[src/rtl/exc_ctrl.sv]
// CP0 exception controller: SR/Cause/EPC/PRId, exception and interrupt take, eret, flush sequencing.
// Optional macro EXC_CTRL_COUNT_EN adds CP0 register 22, a wrapping count of taken exceptions/interrupts.
module exc_ctrl #(
  parameter logic [31:0] HANDLER_PC   = 32'h0000_4180,
  parameter logic [31:0] PRID_VAL     = 32'h2019_1217,
  parameter int          FLUSH_CYCLES = 2
) (
  input  logic        clk,
  input  logic        reset,
  input  logic [4:0]  exc_in,
  input  logic [31:0] pc_m,
  input  logic        bd_m,
  input  logic        eret_m,
  input  logic [5:0]  hw_int,
  input  logic        cp0_we,
  input  logic [4:0]  cp0_addr,
  input  logic [31:0] cp0_wdata,
  output logic [31:0] cp0_rdata,
  output logic        redirect,
  output logic [31:0] redirect_pc,
  output logic        flush,
  output logic        exl
);

  localparam logic [4:0] ADDR_SR    = 5'd12;
  localparam logic [4:0] ADDR_CAUSE = 5'd13;
  localparam logic [4:0] ADDR_EPC   = 5'd14;
  localparam logic [4:0] ADDR_PRID  = 5'd15;
  localparam logic [4:0] ADDR_COUNT = 5'd22;
  localparam logic [7:0] CNT_INIT   = 8'(FLUSH_CYCLES - 1);

  typedef enum logic {ST_RUN, ST_FLUSH} state_t;

  state_t      state, state_next;
  logic [7:0]  cnt, cnt_next;
  logic [5:0]  sr_im;
  logic        sr_exl, sr_ie;
  logic        cause_bd;
  logic [5:0]  cause_ip;
  logic [4:0]  cause_code;
  logic [31:0] epc;
  logic [31:0] epc_raw;
  logic        int_req, exc_req;
  logic        take, do_eret, do_wr;

  assign int_req = (|(cause_ip & sr_im)) & sr_ie & ~sr_exl;
  assign exc_req = (exc_in != 5'd0) & ~sr_exl;
  assign epc_raw = bd_m ? (pc_m - 32'd4) : pc_m;
  assign exl     = sr_exl;

  always_ff @(posedge clk) begin
    if (!reset) begin
      state      <= ST_RUN;
      cnt        <= '0;
      sr_im      <= '0;
      sr_exl     <= 1'b0;
      sr_ie      <= 1'b0;
      cause_bd   <= 1'b0;
      cause_ip   <= '0;
      cause_code <= '0;
      epc        <= '0;
    end else begin
      state    <= state_next;
      cnt      <= cnt_next;
      cause_ip <= hw_int;
      if (take) begin
        sr_exl     <= 1'b1;
        cause_bd   <= bd_m;
        cause_code <= int_req ? 5'd0 : exc_in;
        epc        <= {epc_raw[31:2], 2'b00};
      end else if (do_eret) begin
        sr_exl <= 1'b0;
      end else if (do_wr) begin
        if (cp0_addr == ADDR_SR) begin
          sr_im  <= cp0_wdata[15:10];
          sr_exl <= cp0_wdata[1];
          sr_ie  <= cp0_wdata[0];
        end else if (cp0_addr == ADDR_EPC) begin
          epc <= cp0_wdata;
        end
      end
    end
  end

  // A take outranks eret and mtc0 in the same cycle; nothing is accepted while flushing.
  always_comb begin
    state_next  = state;
    cnt_next    = cnt;
    take        = 1'b0;
    do_eret     = 1'b0;
    do_wr       = 1'b0;
    redirect    = 1'b0;
    redirect_pc = 32'd0;
    flush       = 1'b0;
    case (state)
      ST_RUN: begin
        if (int_req || exc_req) begin
          take        = 1'b1;
          redirect    = 1'b1;
          redirect_pc = HANDLER_PC;
          flush       = 1'b1;
          state_next  = ST_FLUSH;
          cnt_next    = CNT_INIT;
        end else if (eret_m) begin
          do_eret     = 1'b1;
          redirect    = 1'b1;
          redirect_pc = epc;
          flush       = 1'b1;
        end else if (cp0_we) begin
          do_wr = 1'b1;
        end
      end
      ST_FLUSH: begin
        flush = 1'b1;
        if (cnt == 8'd0) begin
          state_next = ST_RUN;
        end else begin
          cnt_next = cnt - 8'd1;
        end
      end
      default: begin
        state_next = ST_RUN;
        cnt_next   = '0;
      end
    endcase
  end

`ifdef EXC_CTRL_COUNT_EN
  logic [31:0] take_count;

  always_ff @(posedge clk) begin
    if (!reset) begin
      take_count <= '0;
    end else if (take) begin
      take_count <= take_count + 32'd1;
    end else if (do_wr && cp0_addr == ADDR_COUNT) begin
      take_count <= cp0_wdata;
    end
  end
`endif

  always_comb begin
    cp0_rdata = 32'd0;
    case (cp0_addr)
      ADDR_SR:    cp0_rdata = {16'd0, sr_im, 8'd0, sr_exl, sr_ie};
      ADDR_CAUSE: cp0_rdata = {cause_bd, 15'd0, cause_ip, 3'd0, cause_code, 2'd0};
      ADDR_EPC:   cp0_rdata = epc;
      ADDR_PRID:  cp0_rdata = PRID_VAL;
`ifdef EXC_CTRL_COUNT_EN
      ADDR_COUNT: cp0_rdata = take_count;
`endif
      default:    cp0_rdata = 32'd0;
    endcase
  end

endmodule

[config.mk]
export PLATFORM = sky130hd
export DESIGN_NAME = exc_ctrl
export DESIGN_NICKNAME = d
export VERILOG_FILES = /design/src/rtl/exc_ctrl.sv
export SDC_FILE = /design/constraint.sdc
export NUM_CORES = 1
export LEC_CHECK = 0
export BUFFER_PORTS_ARGS = -buffer_cell sky130_fd_sc_hd__buf_2
export CORE_ASPECT_RATIO = 0.5
export CORE_UTILIZATION = 53
export CTS_BUF_LIST = sky130_fd_sc_hd__clkbuf_16
export DETAILED_ROUTE_END_ITERATION = 8
export PLACE_DENSITY = 0.86
export REMOVE_ABC_BUFFERS = 1
export SYNTH_ARGS = -nofsm -noshare
export SYNTH_HDL_FRONTEND = slang
export SYNTH_SLANG_ARGS = --single-unit
[constraint.sdc]
create_clock -name clk -period 3.2 [get_ports clk]
set_clock_uncertainty 0.1 [all_clocks]
set_input_delay 0.48 -clock clk [delete_from_list [all_inputs] [get_ports clk]]
set_output_delay 0.48 -clock clk [all_outputs]
set_load 0.1 [all_outputs]
==> flow_summary.yaml <==
final_layout:
  layout_commonest_cell: "buf_2"
  layout_common_cells: "buf_2 (109), dfxtp_1 (61), nor2_1 (50)"
  fillers: 432
  multi_input_area_um2: 2480
  nNetsFinal: 718
  diodes: 0
  design_area_um2: 5660
  ff_latch_area_um2: 1220
  drive_gt1_frac: 0.321
  area_growth_pct: 44.7
clocking:
  cts_tree: "done"
  clkTransAtPathRegs_ns: 0.05
  cts_buffers: 9
  insertion_delay_ns: 0.34
  post_cts_buffers: 0
  cts_resized: 0
  cts.sinks: 61
  ctsHoldBuffers: 0
  cts_buffer_depth: 2
  cts_root_buffer: "clkbuf_16"
  cts.htree.levels: 3
floorplan:
  dieHeight_um: 62.7
  dieArea_um2: 7750
  num_rows: 21
  top_level_ports: 152
  initial_core_util: 0.566
  die_w_um: 123
  coreArea_um2: 6910
place:
  routabilityCongestion: 0.905
  numPortBuffers: 149
  placed_cell_area_um2: 5350
  place_hpwl_um: 9410
global_routing:
  overflow: 0
  grt_pass1_wl_um: 21000
  grt_max_degree: 27
  antenna_found_initial: 0
  grt_pass1_vias: 4294
  grtUsageTotal: 0.359
synth:
  synth_cells: 488
  synth_seq_cells: 61
  synth_edf_count: 0
  synth_async_sr_flop_share: 0
  syn_area_um2: 3910
  netlist-cell-type-count: 60
  avgSynthCellArea_um2: 8.01
  ys_warn_count: 0
  yosysSeqAreaShare: 0.312
  ys.flop_type: "dfxtp_1"
timing:
  fmax_ghz: 0.329
  rsz0062_at_grt: "false"
  finalCritPeriodShare: 0.950
  relSlewSlack: 0.271
  hold_viol: 0
  fin_crit_ns: 3.04
  setup_viol: 0
  maxSlewViolCount: 0
  tightest_slew_ns: 1.09
flow_run:
  max_cap_violations: 0
route:
  drc_errors: 0
  wl_per_cell_um: 18.8
  ant_nets: 0
  firstDrtPassIters: 6
  avgViaCountPerCell: 6.28
  drt_iter0_drc: 530
  routed_wl_um: 13700
  vias: 4569
power:
  pwr_density_cell_nw_per_um2: 603
  finalPower_w: 0.00341
  peakVddDrop_uv: 505
  power_leakage_nw: 2.30
worst_hold_path:
  hold_start: "hw_int[2]"
  min_path_type: "in2reg"
critical_path:
  worstSetupStartpoint: "sr_im[1]"
  start_kind: "register"
  timing.rr.start: "sr_im[1]"
  crit_path_end_kind: "output port"
  crit_fanout: 17
  crit_type: "reg2out"
  required_ns: 2.62
  crit_arrival_ns: 2.46
status:
  outcome: "complete, no violations"
==> area by class of cell <==
cell class | count | area share
tap | 92 | 0.0203
timing repair buffer | 170 | 0.266
sequential | 61 | 0.216
clock inverter | 7 | 0.0146
clock buffer | 9 | 0.0398
multi-input combinational | 380 | 0.438
inverter | 9 | 0.00597
==> synthesized netlist by cell type, types with 3 or more instances <==
cell type / number / share of area
a21oi_1: 38 / 0.049
o31a_1: 8 / 0.018
nand2b_1: 3 / 0.0048
nand4_1: 3 / 0.0048
a31oi_1: 3 / 0.0048
nand3_1: 5 / 0.0064
clkbuf_1: 25 / 0.024
a22o_1: 5 / 0.011
o21a_1: 8 / 0.015
nand2_1: 20 / 0.019
o221a_2: 6 / 0.017
nor2b_1: 5 / 0.0080
buf_6: 4 / 0.012
or4_1: 8 / 0.015
nor4_1: 22 / 0.035
nand3b_1: 5 / 0.0096
nor3_1: 9 / 0.012
a22oi_1: 26 / 0.050
inv_1: 9 / 0.0086
xor2_1: 9 / 0.020
dfxtp_1: 61 / 0.31
mux2i_1: 14 / 0.036
o22ai_1: 5 / 0.0080
or3_1: 3 / 0.0048
nor2_1: 50 / 0.048
and3_1: 13 / 0.021
o21ai_0: 29 / 0.037
buf_2: 7 / 0.0090
o31ai_1: 4 / 0.0077
xnor2_1: 7 / 0.016
and2_1: 38 / 0.061
==> cells by family after synthesis <==
family,synth area share
buffers and inverters,0.0554
AO/OA/AOI/OAI,0.261
AND/OR/NAND/NOR,0.293
XOR/XNOR,0.0358
adder cells (fa/ha/maj),0.00640
flip-flops,0.312
multiplexers,0.0358
==> worst paths after layout <==
kind,end,slack (ns),cells after the start
hold reg to reg,cnt[7],0.38,2
hold / removal,cause_ip[2],0.25,2
setup / recovery,redirect_pc[4],0.16,7
setup reg to reg,epc[15],0.45,5
==> where the power goes <==
| group | total [W] | switching [W] | internal (W) |
|---|---|---|---|
| Clock | 0.00101 | 0.000341 | 0.000669 |
| Sequential | 0.00104 | 0.000135 | 0.000905 |
| Combinational | 0.00136 | 0.000918 | 0.000444 |
| Total | 0.00341 | 0.00139 | 0.00202 |
==> state kept, by name, indices dropped and copies added, names as in the netlist <==
register	cells
sr_im	6
exl	1
cause_ip	6
epc	32
sr_ie	1
cause_bd	1
cnt	8
state	1
cause_code	5
==> per-stage QoR <==
stage	setup WS (ns)	utilization	hold slack [ns]	TNS (ns)	cells
CTS	0.188	0.819	0.243	0	728
global route	0.0332	0.819	0.260	0	728
finish	0.159	0.819	0.247	0	728
global placement	0.348	0.774	0.354	0	712
floorplan	-1.63	-	0.337	-17.93	450
detailed placement	0.289	0.774	0.367	0	712
==> worst max-delay path, cell delays in order (launching register included) <==
cell and delay, ns:
dfxtp_1 0.32, a22oi_1 0.52, a311o_1 0.34, nand2_1 0.12, nor3_2 0.15, buf_4 0.25
and2_1 0.23, buf_12 0.19
==> layer usage <==
| layer | part of all wire | global-route usage | routed length (um) |
|---|---|---|---|
| met1 | 0.39 | 0.414 | 5330 |
| met2 | 0.48 | 0.594 | 6560 |
| met3 | 0.10 | 0.120 | 1410 |
| met4 | 0.030 | 0.179 | 406 |
| met5 | 0 | 0 | 0 |
(Power assumes the default switching activity.)
